File: src/rtl/text_buffer_controller.sv
// Text buffer controller: single writer of the circular character buffer and owner of the
// scroll pointer first_char. Accepts put-char / scroll-up / clear-screen / clear-to-EOL
// commands over valid/ready and sequences the resulting (possibly multi-cycle) buffer writes.
//
// Ports:
//   clk, reset            clock, synchronous active-high reset
//   cmd_valid/cmd_ready   command handshake (ready only when idle and not in reset)
//   cmd_op                00 put, 01 scroll up, 10 clear screen, 11 clear to end of line
//   cmd_x, cmd_y          column / row for put and clear-to-EOL
//   cmd_char              character for put
//   first_char            physical address of logical (0,0), read by the video generator
//   wr_en/wr_addr/wr_data registered buffer write port
//   busy                  an operation is in progress
module text_buffer_controller #(
  parameter int unsigned ROWS       = 24,
  parameter int unsigned COLS       = 80,
  parameter int unsigned ROW_BITS   = 5,
  parameter int unsigned COL_BITS   = 7,
  parameter int unsigned ADDR_BITS  = 11,
  parameter logic [7:0]  BLANK_CHAR = 8'h20
) (
  input  logic                 clk,
  input  logic                 reset,
  input  logic                 cmd_valid,
  output logic                 cmd_ready,
  input  logic [1:0]           cmd_op,
  input  logic [COL_BITS-1:0]  cmd_x,
  input  logic [ROW_BITS-1:0]  cmd_y,
  input  logic [7:0]           cmd_char,
  output logic [ADDR_BITS-1:0] first_char,
  output logic                 wr_en,
  output logic [ADDR_BITS-1:0] wr_addr,
  output logic [7:0]           wr_data,
  output logic                 busy
);

  localparam int unsigned BufCells = ROWS * COLS;
  localparam logic [ADDR_BITS:0] BufW  = (ADDR_BITS + 1)'(BufCells);
  localparam logic [ADDR_BITS:0] ColsW = (ADDR_BITS + 1)'(COLS);

  typedef enum logic [1:0] {StIdle, StPut, StFill} state_e;

  state_e               state;
  logic [ADDR_BITS:0]   count;    // remaining writes in the current fill, including this one
  logic [1:0]           fill_op;

  logic                 in_range;
  logic [ADDR_BITS:0]   row_off;
  logic [ADDR_BITS:0]   xy_sum;
  logic [ADDR_BITS:0]   xy_wrap;
  logic [ADDR_BITS-1:0] xy_addr;
  logic [ADDR_BITS:0]   eol_len;
  logic [ADDR_BITS:0]   scroll_sum;
  logic [ADDR_BITS-1:0] scrolled;

  assign cmd_ready = (state == StIdle) && !reset;
  assign busy      = (state != StIdle);

  // Physical address of (cmd_x, cmd_y): one conditional subtract suffices since both
  // first_char and the logical offset are below BUF.
  always_comb begin
    in_range   = (cmd_x < COL_BITS'(COLS)) && (cmd_y < ROW_BITS'(ROWS));
    row_off    = (ADDR_BITS + 1)'(cmd_y) * ColsW;
    xy_sum     = {1'b0, first_char} + row_off + (ADDR_BITS + 1)'(cmd_x);
    xy_wrap    = (xy_sum >= BufW) ? (xy_sum - BufW) : xy_sum;
    xy_addr    = xy_wrap[ADDR_BITS-1:0];
    eol_len    = ColsW - (ADDR_BITS + 1)'(cmd_x);
    scroll_sum = {1'b0, first_char} + ColsW;
    scrolled   = (scroll_sum == BufW) ? '0 : scroll_sum[ADDR_BITS-1:0];
  end

  always_ff @(posedge clk) begin
    if (reset) begin
      state      <= StIdle;
      first_char <= '0;
      wr_en      <= 1'b0;
      wr_addr    <= '0;
      wr_data    <= '0;
      count      <= '0;
      fill_op    <= 2'b00;
    end else begin
      unique case (state)
        StIdle: begin
          if (cmd_valid) begin
            fill_op <= cmd_op;
            unique case (cmd_op)
              2'b00: begin
                // Out-of-range put still spends one busy cycle, without a write.
                state <= StPut;
                wr_en <= in_range;
                if (in_range) begin
                  wr_addr <= xy_addr;
                  wr_data <= cmd_char;
                end
              end
              2'b01: begin
                state   <= StFill;
                wr_en   <= 1'b1;
                wr_addr <= first_char;
                wr_data <= BLANK_CHAR;
                count   <= ColsW;
              end
              2'b10: begin
                state   <= StFill;
                wr_en   <= 1'b1;
                wr_addr <= '0;
                wr_data <= BLANK_CHAR;
                count   <= BufW;
              end
              2'b11: begin
                if (in_range) begin
                  state   <= StFill;
                  wr_en   <= 1'b1;
                  wr_addr <= xy_addr;
                  wr_data <= BLANK_CHAR;
                  count   <= eol_len;
                end else begin
                  state <= StPut;
                  wr_en <= 1'b0;
                end
              end
            endcase
          end
        end
        StPut: begin
          state <= StIdle;
          wr_en <= 1'b0;
        end
        StFill: begin
          if (count == (ADDR_BITS + 1)'(1)) begin
            state <= StIdle;
            wr_en <= 1'b0;
            // Scroll pointer moves only once the fill has fully completed.
            if (fill_op == 2'b01) begin
              first_char <= scrolled;
            end else if (fill_op == 2'b10) begin
              first_char <= '0;
            end
          end else begin
            count   <= count - (ADDR_BITS + 1)'(1);
            // Fills never cross the end of the buffer, so a plain increment is enough.
            wr_addr <= wr_addr + ADDR_BITS'(1);
          end
        end
        default: state <= StIdle;
      endcase
    end
  end

endmodule
File: config.mk
export PLATFORM = sky130hd
export DESIGN_NAME = text_buffer_controller
export DESIGN_NICKNAME = d
export VERILOG_FILES = /design/src/rtl/text_buffer_controller.sv
export SDC_FILE = /design/constraint.sdc
export NUM_CORES = 1
export LEC_CHECK = 0
export BUFFER_PORTS_ARGS = -buffer_cell sky130_fd_sc_hd__buf_4
export CAP_MARGIN = 5
export CORE_MARGIN = 2
export CORE_UTILIZATION = 58
export DETAILED_ROUTE_END_ITERATION = 8
export GPL_ROUTABILITY_DRIVEN = 0
export PLACE_DENSITY = 0.9
export SLEW_MARGIN = 20
export SYNTH_ARGS = -nofsm -noshare
export SYNTH_HDL_FRONTEND = slang
export SYNTH_SLANG_ARGS = --single-unit
File: constraint.sdc
create_clock -name clk -period 3.8 [get_ports clk]
set_input_delay 0.38 -clock clk [delete_from_list [all_inputs] [get_ports clk]]
set_output_delay 0.38 -clock clk [all_outputs]
set_load 0.05 [all_outputs]
==> results.tsv, run 1 <==
stage	metric	value	unit
job	maxCapViolCount	0	
power_and_ir_drop	sequentialPowerShare	32.0	%
global_route	antenna_found_initial	0	
final_layout	final_area	4080	µm²
power_and_ir_drop	netSwitchingFraction	45.7	%
sta	period_minus_slack	3.34	ns
sta	worst_pin_slew	1.03	ns
global_route	grt_overflow_total	0	
logic_synthesis	ys_types	74	
clock_network	clock-sinks	43	
logic_synthesis	netlist_instances	465	
sta	finalSetupViolCount	0	
logic_synthesis	yosys_warnings	0	
placed_design	place_area	3980	µm²
floorplan	core_area	5960	µm²
floorplan	initial_utilization	60.3	%
global_route	gr-usage-all-layers	27.5	%
floorplan	row_count	28	
routing	wl_per_cell	16.0	µm
sta	fin_hold_ws	0.340	ns
routing	first_iter_violations	316	
logic_synthesis	async_reset_ff_share	0	%
setup_path	cp_data_required_time	4.05	ns
clock_network	clock_latency	0.30	ns
clock_network	path_clk_slew	0.09	ns
logic_synthesis	synth_top_cells_by_count	a21oi_1, nand2_1, dfxtp_1	
clock_network	cts_buffers	5	
outcome	status	completed	
placed_design	place_ws	0.170	ns
floorplan	ios	58	
floorplan	fp.dieW	82.7	µm
final_layout	final_util	68.5	%
power_and_ir_drop	p_clk_share	18.2	%
final_layout	area_growth_syn_to_layout	13.6	%
setup_path	crit_arrival	3.59	ns
clock_network	post-cts-setup-buffers	0	
logic_synthesis	syn_area	3590	µm²
sta	finalWorstSetupSlack	0.456	ns
clock_network	hold_buffers	0	
power_and_ir_drop	power.leakage	1.72	nW
global_route	grt_pass1_vias	3384	
routing	dr_total_vias	3643	
routing	drcViolationCount	0	
sta	slew_violations	0	
power_and_ir_drop	power_frac_comb	49.7	%
logic_synthesis	synth_edf_count	0	
routing	finalWirelength	9.28	mm
logic_synthesis	synth_seq_cells	43	
final_layout	drive_above_1_share	15.8	%
logic_synthesis	synth.most_common_cell	a21oi_1	
sta	tns	0	ns
logic_synthesis	synth-main-ff-cell	dfxtp_1	
clock_network	h-tree-depth	2	
placed_design	portBuffers	53	
power_and_ir_drop	p_sw	0.000809	W
sta	slew_headroom	30.8	%
power_and_ir_drop	internal_power	0.000960	W
sta	period_share	88.0	%
routing	drt-pass1-iter-count	5	
final_layout	fin_nets	568	
logic_synthesis	yosysSeqAreaShare	24.0	%
power_and_ir_drop	vdd.ir_drop.worst	0.413	mV
worst_hold_path	hold_class	in2reg	
clock_network	cts-root-buf	clkbuf_8	
floorplan	die_h	82.7	µm
placed_design	post-dp-hpwl	6.72	mm
logic_synthesis	synth_top_area_cell	dfxtp_1	
power_and_ir_drop	p_per_area	433	nW/µm²
setup_path	startpoint_type	input port	
clock_network	post_cts_resized	0	
setup_path	critPathMaxFanout	6	
final_layout	antenna_cells	0	
clock_network	cts_tree	done	
logic_synthesis	synth_top_area_share	24.0	%
sta	fmax	299	MHz
floorplan	die-area	6840	µm²
sta	finalClockSkew	0.00523	ns
setup_path	endpoint_kind	flip-flop	
sta	hold_viol	0	
global_route	grt_pass1_wl	14.9	mm
global_route	grt_start_max_net_pins	46	
logic_synthesis	synth_area_leaders	dfxtp_1, ha_1, a21oi_1	
routing	vias_per_cell	6.28	
sta	rsz0062_at_grt	no	
setup_path	crit_type	in2reg	
routing	antenna_left	0	
clock_network	max-clock-path-buffers	2	
logic_synthesis	avgSynthCellArea	7.73	µm²
-- registers in the layout (all words and copies together) (netlist names) --
signal	cells
count	12
wr_addr	11
wr_data	8
first_char	7
fill_op	2
state	2
wr_en	1
-- per-layer routing --
| layer | vias to the layer above | GRT usage (%) | wire length (µm) |
|---|---|---|---|
| met5 | - | 0 | 0 |
| met4 | 0 | 10.2 | 144 |
| met3 | 15 | 4.02 | 598 |
| met2 | 167 | 47.8 | 4600 |
| met1 | 1713 | 34.5 | 3940 |
| li1 | 1748 | - | - |
-- layout make-up --
class	instances	area (µm²)
Timing Repair Buffer	54	405
Multi-Input combinational cell	374	2520
Tap cell	75	93.8
Fill cell	479	1870
Clock buffer	6	82.6
Inverter	26	97.6
Sequential cell	43	861
Clock inverter	2	16.3
-- power by group through the flow --
stage                     registers (W)  logic, W  clock network (W)
after CTS                      0.000564  0.000866           0.000324
after global routing           0.000574  0.000956           0.000343
after global placement         0.000569  0.000838                  0
after floorplan                0.000672  0.000562                  0
after detailed placement       0.000574  0.000860                  0
final                          0.000566  0.000880           0.000323
-- critical path, stage by stage --
cell	delay, ns
buf_4	0.12
ha_1	0.30
ha_1	0.23
fa_1	0.43
ha_1	0.28
ha_1	0.38
a21oi_2	0.25
o221ai_1	0.21
o31a_1	0.32
xor2_1	0.20
o41a_1	0.35
a21oi_2	0.13
-- final timing paths --
path	start	to	slack [ns]	cells after the start
worst max register to register	first_char[5]$_SDFFE_PP0P_	wr_addr[9]$_SDFFE_PP0P_	0.72	10
worst min register to register	wr_data[1]$_SDFFE_PP0P_	wr_data[1]$_SDFFE_PP0P_	0.46	2
worst max-delay path	cmd_y[1]	wr_addr[10]$_SDFFE_PP0P_	0.46	12
worst min-delay path	cmd_char[5]	wr_data[5]$_SDFFE_PP0P_	0.34	3
-- kinds of logic after synthesis --
family / after synthesis / share of synthesized area (%)
AOI/OAI and AO/OA: 141 / 25.5
xor gates and xnor gates: 21 / 5.12
adders and majority gates: 39 / 14.6
buffers and inverters: 53 / 6.27
DFF: 43 / 24.0
muxes: 4 / 1.15
other: 2 / 0.209
and+or+nand+nor: 162 / 23.2
-- cells in the final DEF, fill, tap and decap left out, types with 7 or more instances in the layout --
| cell type | count |
|---|---|
| nand2_1 | 45 |
| dfxtp_1 | 43 |
| nand3_1 | 20 |
| nor2_1 | 34 |
| xor2_1 | 10 |
| ha_1 | 34 |
| o21ai_0 | 30 |
| nor2b_1 | 7 |
| buf_4 | 54 |
| xnor2_1 | 11 |
| a21oi_1 | 51 |
| nor3_1 | 16 |
| conb_1 | 7 |
| inv_1 | 25 |
-- stage by stage --
stage	instances	total power (W)
6_report	580	0.00177
5_1_grt	580	0.00187
4_1_cts	580	0.00175
3_5_place_dp	572	0.00143
3_3_place_gp	572	0.00141
2_1_floorplan	470	0.00123
Note: power is estimated with default switching activity, not from simulation.
==> run 2, diff against run 1 <==
Settings changed: CORE_UTILIZATION 58 to 52, PLACE_DENSITY 0.9 to 0.82.
==> results.tsv, run 2 (same netlist as run 1, synthesis figures left out) <==
stage	metric	value	unit	change
clock_network	clock_latency	0.30	ns	about the same
worst_hold_path	holdCritStartpoint	cmd_char[5]		
clock_network	cts_tree	done		
setup_path	r2r_end	wr_addr[9]$_SDFFE_PP0P_		
placed_design	post-dp-hpwl	6.66	mm	-0.86%
routing	antenna_left	0		unchanged
final_layout	fin_nets	568		unchanged
power_and_ir_drop	power.leakage	1.72	nW	unchanged
power_and_ir_drop	vdd.ir_drop.worst	0.240	mV	-42%
power_and_ir_drop	p_per_area	428	nW/µm²	-1.2%
outcome	status	completed		
routing	vias_per_cell	5.99		-4.6%
final_layout	layout_common_cells	buf_4, a21oi_1, nand2_1		
job	maxCapViolCount	0		unchanged
clock_network	path_clk_slew	0.09	ns	about the same
setup_path	crit_type	in2reg		
sta	tns	0	ns	unchanged
sta	finalClockSkew	0.00870	ns	+0.00348 ns
sta	period_share	88.5	%	+0.46 points
setup_path	rr_worst_depth	10		unchanged
placed_design	portBuffers	53		unchanged
clock_network	clock-sinks	43		unchanged
floorplan	core_area	6760	µm²	+13%
clock_network	max-clock-path-buffers	2		unchanged
clock_network	cts-root-buf	clkbuf_8		
floorplan	row_count	30		+7.1%
setup_path	critPathMaxFanout	6		unchanged
routing	drt-pass1-iter-count	5		unchanged
final_layout	final_common_cell	buf_4		
sta	worst_pin_slew	0.949	ns	-0.0798 ns
sta	slew_headroom	36.1	%	+5.4 points
sta	fmax	298	MHz	-0.52%
clock_network	cts_buffers	5		unchanged
sta	finalSetupViolCount	0		unchanged
final_layout	drive_above_1_share	15.8	%	unchanged
sta	hold_viol	0		unchanged
global_route	grt_pass1_wl	15.3	mm	+3.1%
setup_path	endpoint_kind	flip-flop		
placed_design	placed_cells	577		+0.87%
floorplan	die_h	87.1	µm	+5.3%
setup_path	crit_arrival	3.60	ns	about the same
sta	rsz0062_at_grt	no		
clock_network	hold_buffers	0		unchanged
global_route	grt_pass1_vias	3270		-3.4%
routing	finalWirelength	8.87	mm	-4.4%
clock_network	post_cts_resized	0		unchanged
routing	first_iter_violations	271		-14%
worst_hold_path	hold_class	in2reg		
final_layout	area_growth_syn_to_layout	13.8	%	
worst_hold_path	whs_path_depth	3		unchanged
global_route	gr-usage-all-layers	24.7	%	-2.8 points
final_layout	largest_reg_flops	12		unchanged
final_layout	post_layout_nonfiller_instances	585		+0.86%
final_layout	top_register	count		
global_route	grt_start_max_net_pins	46		unchanged
global_route	antenna_found_initial	0		unchanged
setup_path	startpoint_type	input port		
floorplan	initial_utilization	53.2	%	-7.1 points
routing	dr_total_vias	3506		-3.8%
floorplan	ios	58		unchanged
floorplan	die-area	7590	µm²	+11%
final_layout	fillCellCount	603		+26%
routing	wl_per_cell	15.2	µm	-5.2%
global_route	grt_overflow_total	0		unchanged
final_layout	antenna_cells	0		unchanged
clock_network	post-cts-setup-buffers	0		unchanged
setup_path	r2r-start	first_char[6]$_SDFFE_PP0P_		
clock_network	h-tree-depth	2		unchanged
final_layout	reg_top3	count: 12 flops, wr_addr: 11 flops, wr_data: 8 flops		
sta	slew_violations	0		unchanged
worst_hold_path	hold-path-endpoint	wr_data[5]$_SDFFE_PP0P_		
routing	drcViolationCount	0		unchanged
floorplan	fp.dieW	87.1	µm	+5.3%
setup_path	cp_data_required_time	4.04	ns	about the same
setup_path	r2r_slack	0.78	ns	+0.06 ns
sta	period_minus_slack	3.36	ns	+0.0173 ns
run 2: critical path: stages:
cell	delay (ns)
buf_4	0.12
ha_1	0.28
ha_1	0.22
fa_1	0.44
ha_1	0.29
ha_1	0.40
a21oi_2	0.27
o221ai_1	0.21
o31a_1	0.31
xor2_1	0.20
o41a_1	0.35
a21oi_2	0.13
run 2: routing by layer:
metal / global-route usage (%) / wire length, µm
met1: 33.8 / 4010
met2: 40.9 / 4220
met3: 3.13 / 474
met5: 0 / 0
met4: 7.13 / 170
run 2: power by group:
group	leakage [nW]	switching, W	internal (W)
clock network	0.0474	0.000170	0.000149
logic	1.33	0.000565	0.000304
registers	0.351	0.0000561	0.000507
total	1.72	0.000791	0.000960
run 2: area by class of cell:
type | count | area [µm²] | area share (%)
Multi-Input combinational cell | 374 | 2520 | 61.8
Sequential cell | 43 | 861 | 21.1
Timing Repair Buffer | 54 | 405 | 9.92
Tap cell | 80 | 100 | 2.45
Inverter | 26 | 97.6 | 2.39
Clock buffer | 6 | 82.6 | 2.02
Clock inverter | 2 | 16.3 | 0.398
run 2: metrics by stage:
stage | hold slack [ns] | total power (W) | area [µm²] | setup WS, ns | utilization (%)
2_1_floorplan | 0.436 | 0.00123 | 3610 | 0.462 | -
3_3_place_gp | 0.442 | 0.00141 | 3990 | 0.240 | 59.0
3_5_place_dp | 0.445 | 0.00143 | 3990 | 0.170 | 59.0
4_1_cts | 0.341 | 0.00175 | 4090 | 0.463 | 60.5
5_1_grt | 0.349 | 0.00188 | 4090 | 0.273 | 60.5
6_report | 0.337 | 0.00175 | 4090 | 0.439 | 60.5
run 2: worst max path at each step:
stage	depth (start not counted)	from	to	slack, ns
final	12	cmd_y[1]	wr_addr[10]$_SDFFE_PP0P_	0.44
after global placement	12	cmd_y[1]	wr_addr[10]$_SDFFE_PP0P_	0.24
after floorplan	11	cmd_y[1]	wr_addr[10]$_SDFFE_PP0P_	0.46
after global routing	12	cmd_y[1]	wr_addr[7]$_SDFFE_PP0P_	0.27
after detailed placement	12	cmd_y[1]	wr_addr[10]$_SDFFE_PP0P_	0.17
after CTS	12	cmd_y[1]	wr_addr[10]$_SDFFE_PP0P_	0.46
==> run 3, diff against run 2 <==
Settings changed: CORE_UTILIZATION 52 to 45, PLACE_DENSITY 0.82 to 0.74.
Clock period 3.8 ns to 3.38 ns, I/O delays scaled along.
==> results.tsv, run 3 (same netlist as run 1, synthesis figures left out) <==
stage	metric	value	unit	change
floorplan	initial_utilization	46.5	%	-6.7 points
sta	slew_headroom	36.1	%	-0.058 points
sta	period_share	91.8	%	
final_layout	antenna_cells	0		unchanged
clock_network	cts-root-buf	clkbuf_8		
sta	hold_viol	0		unchanged
setup_path	crit_type	in2reg		
final_layout	post_layout_nonfiller_instances	613		+4.8%
routing	dr_total_vias	3511		+0.14%
routing	first_iter_violations	237		-13%
power_and_ir_drop	p_per_area	474	nW/µm²	+11%
global_route	antenna_found_initial	0		unchanged
final_layout	final_common_cell	buf_4		
floorplan	core_area	7730	µm²	+14%
final_layout	drive_above_1_share	16.6	%	+0.79 points
worst_hold_path	hold_class	in2reg		
clock_network	h-tree-depth	2		unchanged
power_and_ir_drop	power	0.00196	W	+12%
setup_path	endpoint_kind	flip-flop		
routing	drt-pass1-iter-count	4		-1
global_route	gr-usage-all-layers	21.7	%	-3.0 points
outcome	status	completed		
clock_network	cts_buffers	5		unchanged
floorplan	die_h	93.3	µm	+7.2%
floorplan	ios	58		unchanged
sta	finalWorstSetupSlack	0.276	ns	-0.163 ns
floorplan	row_count	32		+6.7%
sta	rsz0062_at_grt	no		
placed_design	post-dp-hpwl	6.86	mm	+3.0%
clock_network	path_clk_slew	0.09	ns	about the same
placed_design	portBuffers	53		unchanged
global_route	grt_overflow_total	0		unchanged
final_layout	area_growth_syn_to_layout	15.4	%	
sta	worst_pin_slew	0.935	ns	-0.0146 ns
routing	vias_per_cell	5.73		-4.4%
floorplan	die-area	8710	µm²	+15%
power_and_ir_drop	power.leakage	1.75	nW	+1.3%
routing	wl_per_cell	15.1	µm	-0.66%
clock_network	max-clock-path-buffers	2		unchanged
final_layout	layout_common_cells	buf_4, a21oi_1, nand2_1		
clock_network	cts_tree	done		
power_and_ir_drop	vdd.ir_drop.worst	0.265	mV	+10%
sta	slew_violations	0		unchanged
setup_path	cp_data_required_time	3.62	ns	-0.42 ns
final_layout	reg_top3	count: 12 flops, wr_addr: 11 flops, wr_data: 8 flops		
final_layout	final_area	4150	µm²	+1.4%
setup_path	startpoint_type	input port		
job	maxCapViolCount	0		unchanged
placed_design	place_area	4060	µm²	+1.8%
sta	finalClockSkew	0.00531	ns	-0.00339 ns
clock_network	clock_latency	0.30	ns	about the same
sta	finalSetupViolCount	0		unchanged
global_route	grt_pass1_wl	15.5	mm	+0.99%
global_route	grt_start_max_net_pins	46		unchanged
routing	finalWirelength	9.24	mm	+4.1%
clock_network	clock-sinks	43		unchanged
sta	period_minus_slack	3.10	ns	
setup_path	crit_arrival	3.34	ns	-0.26 ns
final_layout	top_register	count		
final_layout	largest_reg_flops	12		unchanged
final_layout	fin_nets	574		+1.1%
clock_network	hold_buffers	0		unchanged
clock_network	post-cts-setup-buffers	0		unchanged
placed_design	place_ws	-0.0365	ns	-0.206 ns
sta	fmax	322	MHz	
routing	antenna_left	0		unchanged
placed_design	placed_cells	605		+4.9%
routing	drcViolationCount	0		unchanged
clock_network	post_cts_resized	0		unchanged
floorplan	fp.dieW	93.3	µm	+7.2%
setup_path	critPathMaxFanout	5		-1
global_route	grt_pass1_vias	3266		-0.12%
sta	fin_hold_ws	0.296	ns	-0.0405 ns
run 3: cell types whose count changed in the layout (fill, tap and decap cells not counted), sizes merged:
cell  previous run  this run
buf             54        60
run 3: final timing paths:
path                         startpoint                       end  slack (ns)  cells past startpoint
max                            cmd_y[1]  wr_addr[10]$_SDFFE_PP0P_        0.28                     12
min                         cmd_char[5]   wr_data[5]$_SDFFE_PP0P_        0.30                      3
max reg2reg  first_char[6]$_SDFFE_PP0P_   wr_addr[9]$_SDFFE_PP0P_        0.38                     10
min reg2reg     wr_data[6]$_SDFFE_PP0P_   wr_data[6]$_SDFFE_PP0P_        0.46                      2
run 3: routing by layer:
metal | GRT usage [%] | wire length (µm) | share of wire [%]
met5 | 0 | 0 | 0
met4 | 4.78 | 95 | 1.0
met3 | 3.38 | 500 | 5.4
met2 | 36.4 | 4460 | 48
met1 | 29.5 | 4180 | 45
run 3: power by group:
group	total, W	switching [W]	internal, W
Clock	0.000331	0.000187	0.000145
Sequential	0.000634	0.0000639	0.000570
Combinational	0.000999	0.000644	0.000355
run 3: critical path, cell delays in order:
cell,delay [ns]
buf_4,0.11
ha_1,0.29
ha_1,0.23
fa_1,0.44
ha_1,0.29
ha_1,0.34
a21oi_2,0.16
o221ai_1,0.17
o31a_1,0.30
xor2_1,0.19
o41a_1,0.35
a21oi_2,0.13
run 3: cell type report:
class | instances | area [µm²]
Fill cell | 757 | 3580
Tap cell | 102 | 128
Sequential cell | 43 | 861
Inverter | 26 | 97.6
Multi-Input combinational cell | 374 | 2520
Clock buffer | 6 | 72.6
Clock inverter | 2 | 12.5
Timing Repair Buffer | 60 | 450
run 3: per-stage QoR:
stage                     TNS, ns  utilization [%]
after floorplan                 0                -
after global placement          0             52.6
after detailed placement  -0.0365             52.6
after CTS                       0             53.7
after global routing            0             53.7
final                           0             53.7
